==> src/rtl/uart_rx_fifo.sv <==
// UART receiver: 2-flop synchroniser, mid-bit sampling frame FSM and a
// first-word-fall-through FIFO of {ferr, perr, data} with sticky overrun.
module uart_rx_fifo #(
   parameter int unsigned CLK_PER_HALF_BIT = 5208,
   parameter int unsigned DATA_BITS        = 8,
   parameter int unsigned PARITY           = 0,
   parameter int unsigned STOP_BITS        = 1,
   parameter int unsigned FIFO_DEPTH       = 4
) (
   input  logic                 clk,
   input  logic                 rst,
   input  logic                 rxd,
   output logic [DATA_BITS-1:0] rdata,
   output logic                 rdata_ferr,
   output logic                 rdata_perr,
   output logic                 rdata_valid,
   input  logic                 rdata_ready,
   output logic                 overrun,
   input  logic                 err_clr
);

   localparam int unsigned CNT_W   = $clog2(2 * CLK_PER_HALF_BIT);
   localparam int unsigned PTR_W   = $clog2(FIFO_DEPTH);
   localparam int unsigned ENT_W   = DATA_BITS + 2;
   localparam int unsigned BIDX_W  = 4;
   localparam int unsigned CNT_MID = CLK_PER_HALF_BIT - 1;
   localparam int unsigned CNT_END = 2 * CLK_PER_HALF_BIT - 1;
   localparam logic        PAR_ODD = 1'(PARITY == 32'd1);

   typedef enum logic [2:0] {
      S_IDLE, S_START, S_DATA, S_PAR, S_STOP, S_WAIT_HIGH
   } state_t;

   state_t               state, state_n;
   logic [CNT_W-1:0]     cnt, cnt_n;
   logic [BIDX_W-1:0]    bidx, bidx_n;
   logic [DATA_BITS-1:0] sh, sh_n;
   logic                 ferr_f, ferr_n;
   logic                 perr_f, perr_n;
   logic                 push_q, push_n;
   logic                 sync1, rxs;
   logic                 at_mid, at_end;

   // Frame FSM: next state, counters and frame assembly
   always_comb begin
      state_n = state;
      bidx_n  = bidx;
      sh_n    = sh;
      ferr_n  = ferr_f;
      perr_n  = perr_f;
      push_n  = 1'b0;
      at_mid  = (cnt == CNT_W'(CNT_MID));
      at_end  = (cnt == CNT_W'(CNT_END));

      case (state)
         S_IDLE: begin
            if (!rxs) state_n = S_START;
         end
         S_START: begin
            bidx_n = '0;
            ferr_n = 1'b0;
            perr_n = 1'b0;
            if (at_mid) state_n = rxs ? S_IDLE : S_DATA;
         end
         S_DATA: begin
            if (at_end) begin
               sh_n = {rxs, sh[DATA_BITS-1:1]};
               if (bidx == BIDX_W'(DATA_BITS - 1)) begin
                  bidx_n  = '0;
                  state_n = (PARITY != 0) ? S_PAR : S_STOP;
               end else begin
                  bidx_n = bidx + BIDX_W'(1);
               end
            end
         end
         S_PAR: begin
            if (at_end) begin
               perr_n  = ((^sh) ^ rxs) != PAR_ODD;
               state_n = S_STOP;
            end
         end
         S_STOP: begin
            if (at_end) begin
               if (!rxs) ferr_n = 1'b1;
               if (bidx == BIDX_W'(STOP_BITS - 1)) begin
                  push_n  = 1'b1;
                  bidx_n  = '0;
                  state_n = rxs ? S_IDLE : S_WAIT_HIGH;
               end else begin
                  bidx_n = bidx + BIDX_W'(1);
               end
            end
         end
         S_WAIT_HIGH: begin
            if (rxs) state_n = S_IDLE;
         end
         default: state_n = S_IDLE;
      endcase

      // Counter restarts on any state change and wraps once per bit
      if (state_n != state || state == S_IDLE || at_end) cnt_n = '0;
      else                                               cnt_n = cnt + CNT_W'(1);
   end

   always_ff @(posedge clk) begin
      if (rst) begin
         sync1  <= 1'b1;
         rxs    <= 1'b1;
         state  <= S_IDLE;
         cnt    <= '0;
         bidx   <= '0;
         sh     <= '0;
         ferr_f <= 1'b0;
         perr_f <= 1'b0;
         push_q <= 1'b0;
      end else begin
         sync1  <= rxd;
         rxs    <= sync1;
         state  <= state_n;
         cnt    <= cnt_n;
         bidx   <= bidx_n;
         sh     <= sh_n;
         ferr_f <= ferr_n;
         perr_f <= perr_n;
         push_q <= push_n;
      end
   end

   logic [ENT_W-1:0] mem [FIFO_DEPTH];
   logic [PTR_W-1:0] wr_ptr, rd_ptr, rd_ptr_n;
   logic [PTR_W:0]   count, count_ap;
   logic             pop, full, do_push, drop;

   // Head after this cycle's pop (count_ap excludes a same-cycle push)
   always_comb begin
      pop      = rdata_valid & rdata_ready;
      full     = (count == (PTR_W+1)'(FIFO_DEPTH));
      do_push  = push_q & (~full | pop);
      drop     = push_q & full & ~pop;
      count_ap = count - (PTR_W+1)'(pop);
      rd_ptr_n = rd_ptr + PTR_W'(pop);
   end

   always_ff @(posedge clk) begin
      if (do_push) mem[wr_ptr] <= {ferr_f, perr_f, sh};
   end

   always_ff @(posedge clk) begin
      if (rst) begin
         wr_ptr      <= '0;
         rd_ptr      <= '0;
         count       <= '0;
         rdata       <= '0;
         rdata_ferr  <= 1'b0;
         rdata_perr  <= 1'b0;
         rdata_valid <= 1'b0;
         overrun     <= 1'b0;
      end else begin
         if (do_push) wr_ptr <= wr_ptr + PTR_W'(1);
         rd_ptr      <= rd_ptr_n;
         count       <= count_ap + (PTR_W+1)'(do_push);
         rdata_valid <= (count_ap != '0);
         if (count_ap != '0) {rdata_ferr, rdata_perr, rdata} <= mem[rd_ptr_n];
         else                {rdata_ferr, rdata_perr, rdata} <= '0;
         // Set beats clear when both happen together
         if (drop)         overrun <= 1'b1;
         else if (err_clr) overrun <= 1'b0;
      end
   end

endmodule

==> config.mk <==
export PLATFORM = sky130hd
export DESIGN_NAME = uart_rx_fifo
export DESIGN_NICKNAME = d
export VERILOG_FILES = /design/src/rtl/uart_rx_fifo.sv
export SDC_FILE = /design/constraint.sdc
export NUM_CORES = 1
export LEC_CHECK = 0
export CAP_MARGIN = 20
export CORE_MARGIN = 2
export CORE_UTILIZATION = 35
export DETAILED_ROUTE_END_ITERATION = 7
export SLEW_MARGIN = 15
export SYNTH_ARGS = -nofsm -noshare
export SYNTH_HDL_FRONTEND = slang
export SYNTH_SLANG_ARGS = --single-unit
==> constraint.sdc <==
create_clock -name clk -period 2.2 [get_ports clk]
set_input_delay 0.44 -clock clk [delete_from_list [all_inputs] [get_ports clk]]
set_output_delay 0.44 -clock clk [all_outputs]
set_load 0.1 [all_outputs]
==> summary.txt, run 1 <==
status = complete, no violations
Routability Congestion = 0.759
port bufs = 16
hold_sp = sync1$_SDFF_PP1_
FF-to-FF End = bidx[0]$_SDFFE_PP0P_
HP Class = flip-flop to flip-flop
clock-pin slew on the worst setup and hold paths = 0.09 ns
pwr/cell area = 901 nW/um^2
layout cells sized above 1 = 17.2%
slack of the critical path = 0.318 ns
Largest delay share family, worst path = simple AND/OR/NAND/NOR gates
Post-synth ARST share = 0%
Reg2Reg Launch Point = cnt[0]$_SDFF_PP0_
Worst Path Class, Setup = flip-flop to flip-flop
final critical-path share of the clock period = 85.5%
CP bufs+invs = 1
Routed Antenna Nets = 0
Top FF cell, synth = dfxtp_1
Worst VDD drop = 0.526 mV
Largest stage delay, worst path = 0.36 ns
Routed WL = 6.37 mm
Final setup viols = 0
nature of the critical path startpoint = flip-flop
ANT cells = 0
starting density of the core = 35.7%
Final Hold Vio Count = 0
antenna violations before repair = 0
CTS Buf Count = 9
count of flip-flops with a built-in enable after synthesis = 40
Core Util, Final = 41.4%
CTS max path bufs = 2
# DRC = 0
Place WS = -0.0140 ns
HPWL Detailed = 4.44 mm
Max-Cap Viols = 0
Pleak = 0.00161 uW
worst path arrival time = 2.14 ns
die height = 109 um
total number of vias = 2,342
crit path time final = 1.88 ns
FF-to-FF setup slack = 0.32 ns
Worst Setup End Kind = flip-flop
core area = 10,800 sq um
critical path's slowest cell = dfxtp_1
die width = 109 um
worst hold endpoint = rxs$_SDFF_PP1_
first-pass GRT wire length = 10.6 mm
Remaining Overflow, GRT = 0
Setup Fix Bufs, Post-CTS = 0
setup tns final = 0 ns
Rows = 38
placed cells = 479
Layout Cells excl Fill = 495
drt initial violations = 48
cts repair resizes = 0
relative slew slack = 64.7%
largest net degree at the start of global routing = 17
synthesized instance count = 319
RSZ-0062 raised after global routing = false
synth unique cells = 47
GRT Overall Usage = 11.8%
Synth warnings = 0
number of global-route vias before repair = 2,193
crit path max fanout = 10
Seq cells post-synth = 93
DRT Pass-1 Iters = 4
worst reg-to-reg path cell count = 7
root buffer cell = clkbuf_8
Avg Cell Area, Syn = 12.1 sq um
crit-path cells = ha_1, and4_1, nand4_2, nor3_1, buf_4, nor4_2, a21o_1
htree depth = 3
CTS tree = built
Slew Viols, Final = 0
I/O pin cnt = 17
Clock Sink Count = 93
Critical Path Stages = 7
clk_lat worst skew = 0.36 ns
DIE AREA = 11,900 sq um
Clock Skews = 0.00851 ns
hold path depth = 1
area delta synth->final = 15.9%
nets = 367
Post-Syn Area = 3850 sq um
critical path required time = 2.46 ns
Total Power = 4020 uW
Seq/Total Area, Yosys = 58.7%
routed len/inst = 12.9 um
Least-Margin Pin Slew = 0.526 ns
maximum clock frequency = 0.531 GHz
Hold-fix buffers, CTS = 0
synthesized net count = 336
vias per std cell = 4.73
==> worst max-delay path by stage <==
stage	from	end	slack, ns
finish	cnt[0]$_SDFF_PP0_	bidx[0]$_SDFFE_PP0P_	0.32
floorplan	rdata_valid$_SDFF_PP0_	rdata[1]$_SDFF_PP0_	0.06
CTS	cnt[0]$_SDFF_PP0_	bidx[0]$_SDFFE_PP0P_	0.30
detailed placement	rdata_ready	rdata[5]$_SDFF_PP0_	-0.01
global route	cnt[0]$_SDFF_PP0_	sh[3]$_SDFFE_PP0P_	0.09
global placement	rdata_ready	rdata_perr$_SDFF_PP0_	0.02
==> synthesized netlist by cell type (5+ instances only) <==
| master | count | area [sq um] |
|---|---|---|
| dfxtp_1 | 53 | 1060 |
| nor3_1 | 5 | 25.0 |
| nor2b_1 | 13 | 81.3 |
| mux4_2 | 10 | 225 |
| mux2i_1 | 8 | 80.1 |
| and2_1 | 5 | 31.3 |
| clkbuf_1 | 5 | 18.8 |
| nand3_1 | 10 | 50.1 |
| nand2_1 | 17 | 63.8 |
| a21oi_1 | 7 | 35.0 |
| edfxtp_1 | 40 | 1200 |
| xnor2_1 | 12 | 105 |
| nor2_1 | 42 | 158 |
| inv_1 | 16 | 60.1 |
| ha_1 | 12 | 150 |
| xor2_1 | 12 | 105 |
==> cell type report <==
| class | instances | area, sq um |
|---|---|---|
| Fill cell | 1022 | 6330 |
| Sequential cell | 93 | 2260 |
| Multi-Input combinational cell | 199 | 1470 |
| Timing Repair Buffer | 31 | 318 |
| Tap cell | 140 | 175 |
| Clock buffer | 10 | 128 |
| Inverter | 16 | 60.1 |
| Clock inverter | 6 | 46.3 |
==> worst register-to-register path, cell delays in order, from the launching register on <==
cell and delay, ns:
dfxtp_1 0.36, ha_1 0.17, and4_1 0.26, nand4_2 0.25, nor3_1 0.24, buf_4 0.24
nor4_2 0.08, a21o_1 0.18
==> placed cells by master (no fill, tap or decap), drive strengths merged, types with 7 or more instances in the layout <==
master and n:
dfxtp 53, nor2 42, edfxtp 40, buf 27, inv 18, nand2 17
nor2b 13, xor2 12, xnor2 12, ha 12, nand3 10, mux4 10
clkbuf 10, mux2i 8, a21oi 7
==> routing by layer <==
metal	up-vias	track usage [%]	wire [um]
met1	1112	14.2	2910
met4	0	3.30	74
met2	33	20.0	3140
li1	1188	-	-
met3	9	4.00	251
met5	-	0	0
==> report_power, final <==
group,leakage (uW),internal [uW],switching [uW]
Clock,0.0000849,419,600
Combinational,0.000723,359,722
Sequential,0.000800,1880,42.1
==> per-stage QoR <==
stage | hold WS (ns) | area (sq um)
after floorplan | 0.389 | 3850
after global placement | 0.401 | 4290
after detailed placement | 0.406 | 4290
after CTS | 0.431 | 4460
after global routing | 0.446 | 4460
final | 0.424 | 4460
==> flip-flops by register name, indices dropped and copies added, names as in the netlist, 2 cells and up <==
signal  flops
mem        40
cnt        14
rdata       8
sh          8
bidx        4
count       3
state       3
rd_ptr      2
wr_ptr      2
==> cells by family after synthesis <==
group           count (synthesis)  synth area share (%)
fa+ha+maj                      12                  3.90
xor+xnor                       24                  5.46
mux                            18                  7.93
flops                          93                  58.7
simple gates                  120                  16.4
buf+inv                        27                  3.02
compound gates                 25                  4.52
Note: power is estimated with default switching activity, not from simulation.
==> inputs of run 2 (changes only) <==
--- a/config.mk
+++ b/config.mk
@@ -6,7 +6,6 @@
 export NUM_CORES = 1
 export LEC_CHECK = 0
 export CAP_MARGIN = 20
-export CORE_MARGIN = 2
 export CORE_UTILIZATION = 35
 export DETAILED_ROUTE_END_ITERATION = 7
 export SLEW_MARGIN = 15
==> summary.txt, run 2 (same netlist as run 1, synthesis figures left out) <==
nets = 367 (unchanged)
crit path max fanout = 10 (unchanged)
switching share of power = 33.3% (was 33.9%)
Hold-fix buffers, CTS = 0 (unchanged)
# DRC = 0 (unchanged)
layout cells sized above 1 = 17.2% (unchanged)
CTS tree = built (unchanged)
RSZ-0062 raised after global routing = false (unchanged)
most common cell after layout, fill and taps aside = dfxtp_1 (unchanged)
Reg2Reg Launch Point = cnt[0]$_SDFF_PP0_ (unchanged)
port bufs = 16 (unchanged)
biggest regs = mem: 40 flops, cnt: 14 flops (unchanged)
ANT cells = 0 (unchanged)
placed cells = 475 (was 479)
area delta synth->final = 15.8% (was 15.9%)
Gate power share = 26.3% (was 26.9%)
core area = 10,500 sq um (was 10,800 sq um)
die height = 107 um (was 109 um)
Worst VDD drop = 0.746 mV (was 0.526 mV)
Final Hold Vio Count = 0 (unchanged)
Seq. cell area = 2260 sq um (unchanged)
cts repair resizes = 0 (unchanged)
worst hold endpoint = rxs$_SDFF_PP1_ (unchanged)
total number of vias = 2,351 (was 2,342)
crit path time final = 1.89 ns (was 1.88 ns)
Place WS = -0.0237 ns (was -0.0140 ns)
clock-pin slew on the worst setup and hold paths = 0.09 ns (about the same)
Routed Antenna Nets = 0 (unchanged)
I/O pin cnt = 17 (unchanged)
antenna violations before repair = 0 (unchanged)
DIE AREA = 11,400 sq um (was 11,900 sq um)
FF-to-FF setup slack = 0.31 ns (was 0.32 ns)
final critical-path share of the clock period = 85.8% (was 85.5%)
Int Pwr = 2710 uW (was 2660 uW)
largest net degree at the start of global routing = 17 (unchanged)
most frequent cells in the layout = 52 x dfxtp_1, 42 x nor2_1, 40 x edfxtp_1, 22 x buf_4, 17 x nand2_1 (was 52 x dfxtp_1, 42 x nor2_1, 40 x edfxtp_1, 21 x buf_4, 17 x nand2_1)
Pleak = 0.00161 uW (about the same)
die width = 107 um (was 109 um)
Setup Fix Bufs, Post-CTS = 0 (unchanged)
clk_lat worst skew = 0.36 ns (about the same)
Rows = 37 (was 38)
net switching power = 1350 uW (was 1360 uW)
Least-Margin Pin Slew = 0.536 ns (was 0.526 ns)
drt initial violations = 92 (was 48)
Clock Sink Count = 93 (unchanged)
fill cell count = 979 (was 1,022)
hold_sp = sync1$_SDFF_PP1_ (unchanged)
starting density of the core = 36.6% (was 35.7%)
part of the power in registers = 47.2% (was 47.8%)
relative slew slack = 64.0% (was 64.7%)
Routability Congestion = 0.747 (was 0.759)
Total Power = 4060 uW (was 4020 uW)
nature of the critical path startpoint = flip-flop (unchanged)
routed len/inst = 13.2 um (was 12.9 um)
pwr/cell area = 911 nW/um^2 (was 901 nW/um^2)
clock group share of total power = 26.5% (was 25.4%)
hold path depth = 1 (unchanged)
FF-to-FF End = bidx[0]$_SDFFE_PP0P_ (unchanged)
Worst Path Class, Setup = flip-flop to flip-flop (unchanged)
Remaining Overflow, GRT = 0 (unchanged)
CTS max path bufs = 2 (unchanged)
first-pass GRT wire length = 11.1 mm (was 10.6 mm)
slack of the critical path = 0.312 ns (was 0.318 ns)
Layout Cells excl Fill = 491 (was 495)
Final setup viols = 0 (unchanged)
Max-Cap Viols = 0 (unchanged)
vias per std cell = 4.79 (was 4.73)
DRT Pass-1 Iters = 4 (unchanged)
HPWL Detailed = 4.41 mm (was 4.44 mm)
maximum clock frequency = 0.530 GHz (was 0.531 GHz)
number of global-route vias before repair = 2,376 (was 2,193)
root buffer cell = clkbuf_8 (unchanged)
htree depth = 3 (unchanged)
max reg flops = 40 (unchanged)
GRT Overall Usage = 12.6% (was 11.8%)
Routed WL = 6.49 mm (was 6.37 mm)
worst path arrival time = 2.15 ns (was 2.14 ns)
Worst Setup End Kind = flip-flop (unchanged)
footprint of the multi-input gates = 1470 sq um (unchanged)
worst reg-to-reg path cell count = 7 (unchanged)
Clock Skews = 0.0128 ns (was 0.00851 ns)
critical path required time = 2.46 ns (about the same)
Slew Viols, Final = 0 (unchanged)
CTS Buf Count = 9 (unchanged)
largest register by flop count = mem (unchanged)
HP Class = flip-flop to flip-flop (unchanged)
status = complete, no violations (unchanged)
run 2: worst max-delay path by stage:
stage	endpoint	cells after the start	from
2_1_floorplan	rdata[1]$_SDFF_PP0_	7	rdata_valid$_SDFF_PP0_
3_3_place_gp	rdata[0]$_SDFF_PP0_	7	rdata_ready
3_5_place_dp	rdata[4]$_SDFF_PP0_	7	rdata_ready
4_1_cts	bidx[0]$_SDFFE_PP0P_	7	cnt[0]$_SDFF_PP0_
5_1_grt	sh[3]$_SDFFE_PP0P_	7	cnt[0]$_SDFF_PP0_
6_report	bidx[0]$_SDFFE_PP0P_	7	cnt[0]$_SDFF_PP0_
run 2: power by group through the flow:
stage,clock network (uW),logic (uW),registers (uW)
finish,1070,1070,1920
global route,1190,1130,1930
CTS,1120,1080,1920
detailed placement,0,1080,1960
global placement,0,1070,1960
floorplan,0,346,2430
run 2: metrics by stage:
step / instance area [sq um] / TNS, ns / hold slack [ns] / utilization (%)
floorplan: 3850 / 0 / 0.389 / -
global placement: 4270 / 0 / 0.402 / 40.6
detailed placement: 4270 / -0.124 / 0.404 / 40.6
CTS: 4460 / 0 / 0.426 / 42.4
global route: 4460 / 0 / 0.438 / 42.4
finish: 4460 / 0 / 0.423 / 42.4
run 2: cell type report:
type	count	area share, %
tap	136	3.82
timing repair buffer	31	6.85
clock inverter	4	0.674
sequential	93	50.8
clock buffer	12	3.51
multi-input combinational	199	33.0
inverter	16	1.35
run 2: worst max-delay path, stage by stage, from the launching register on:
cell     delay, ns
dfxtp_1       0.36
ha_1          0.18
and4_1        0.25
nand4_2       0.25
nor3_1        0.25
buf_4         0.24
nor4_2        0.09
a21o_1        0.18
run 2: metal layers:
layer	share of wire (%)	GRT usage [%]	routed length [um]
met5	0	0	0
met4	1.7	5.28	108
met3	3.4	3.65	222
met2	48	21.5	3130
met1	47	14.8	3030
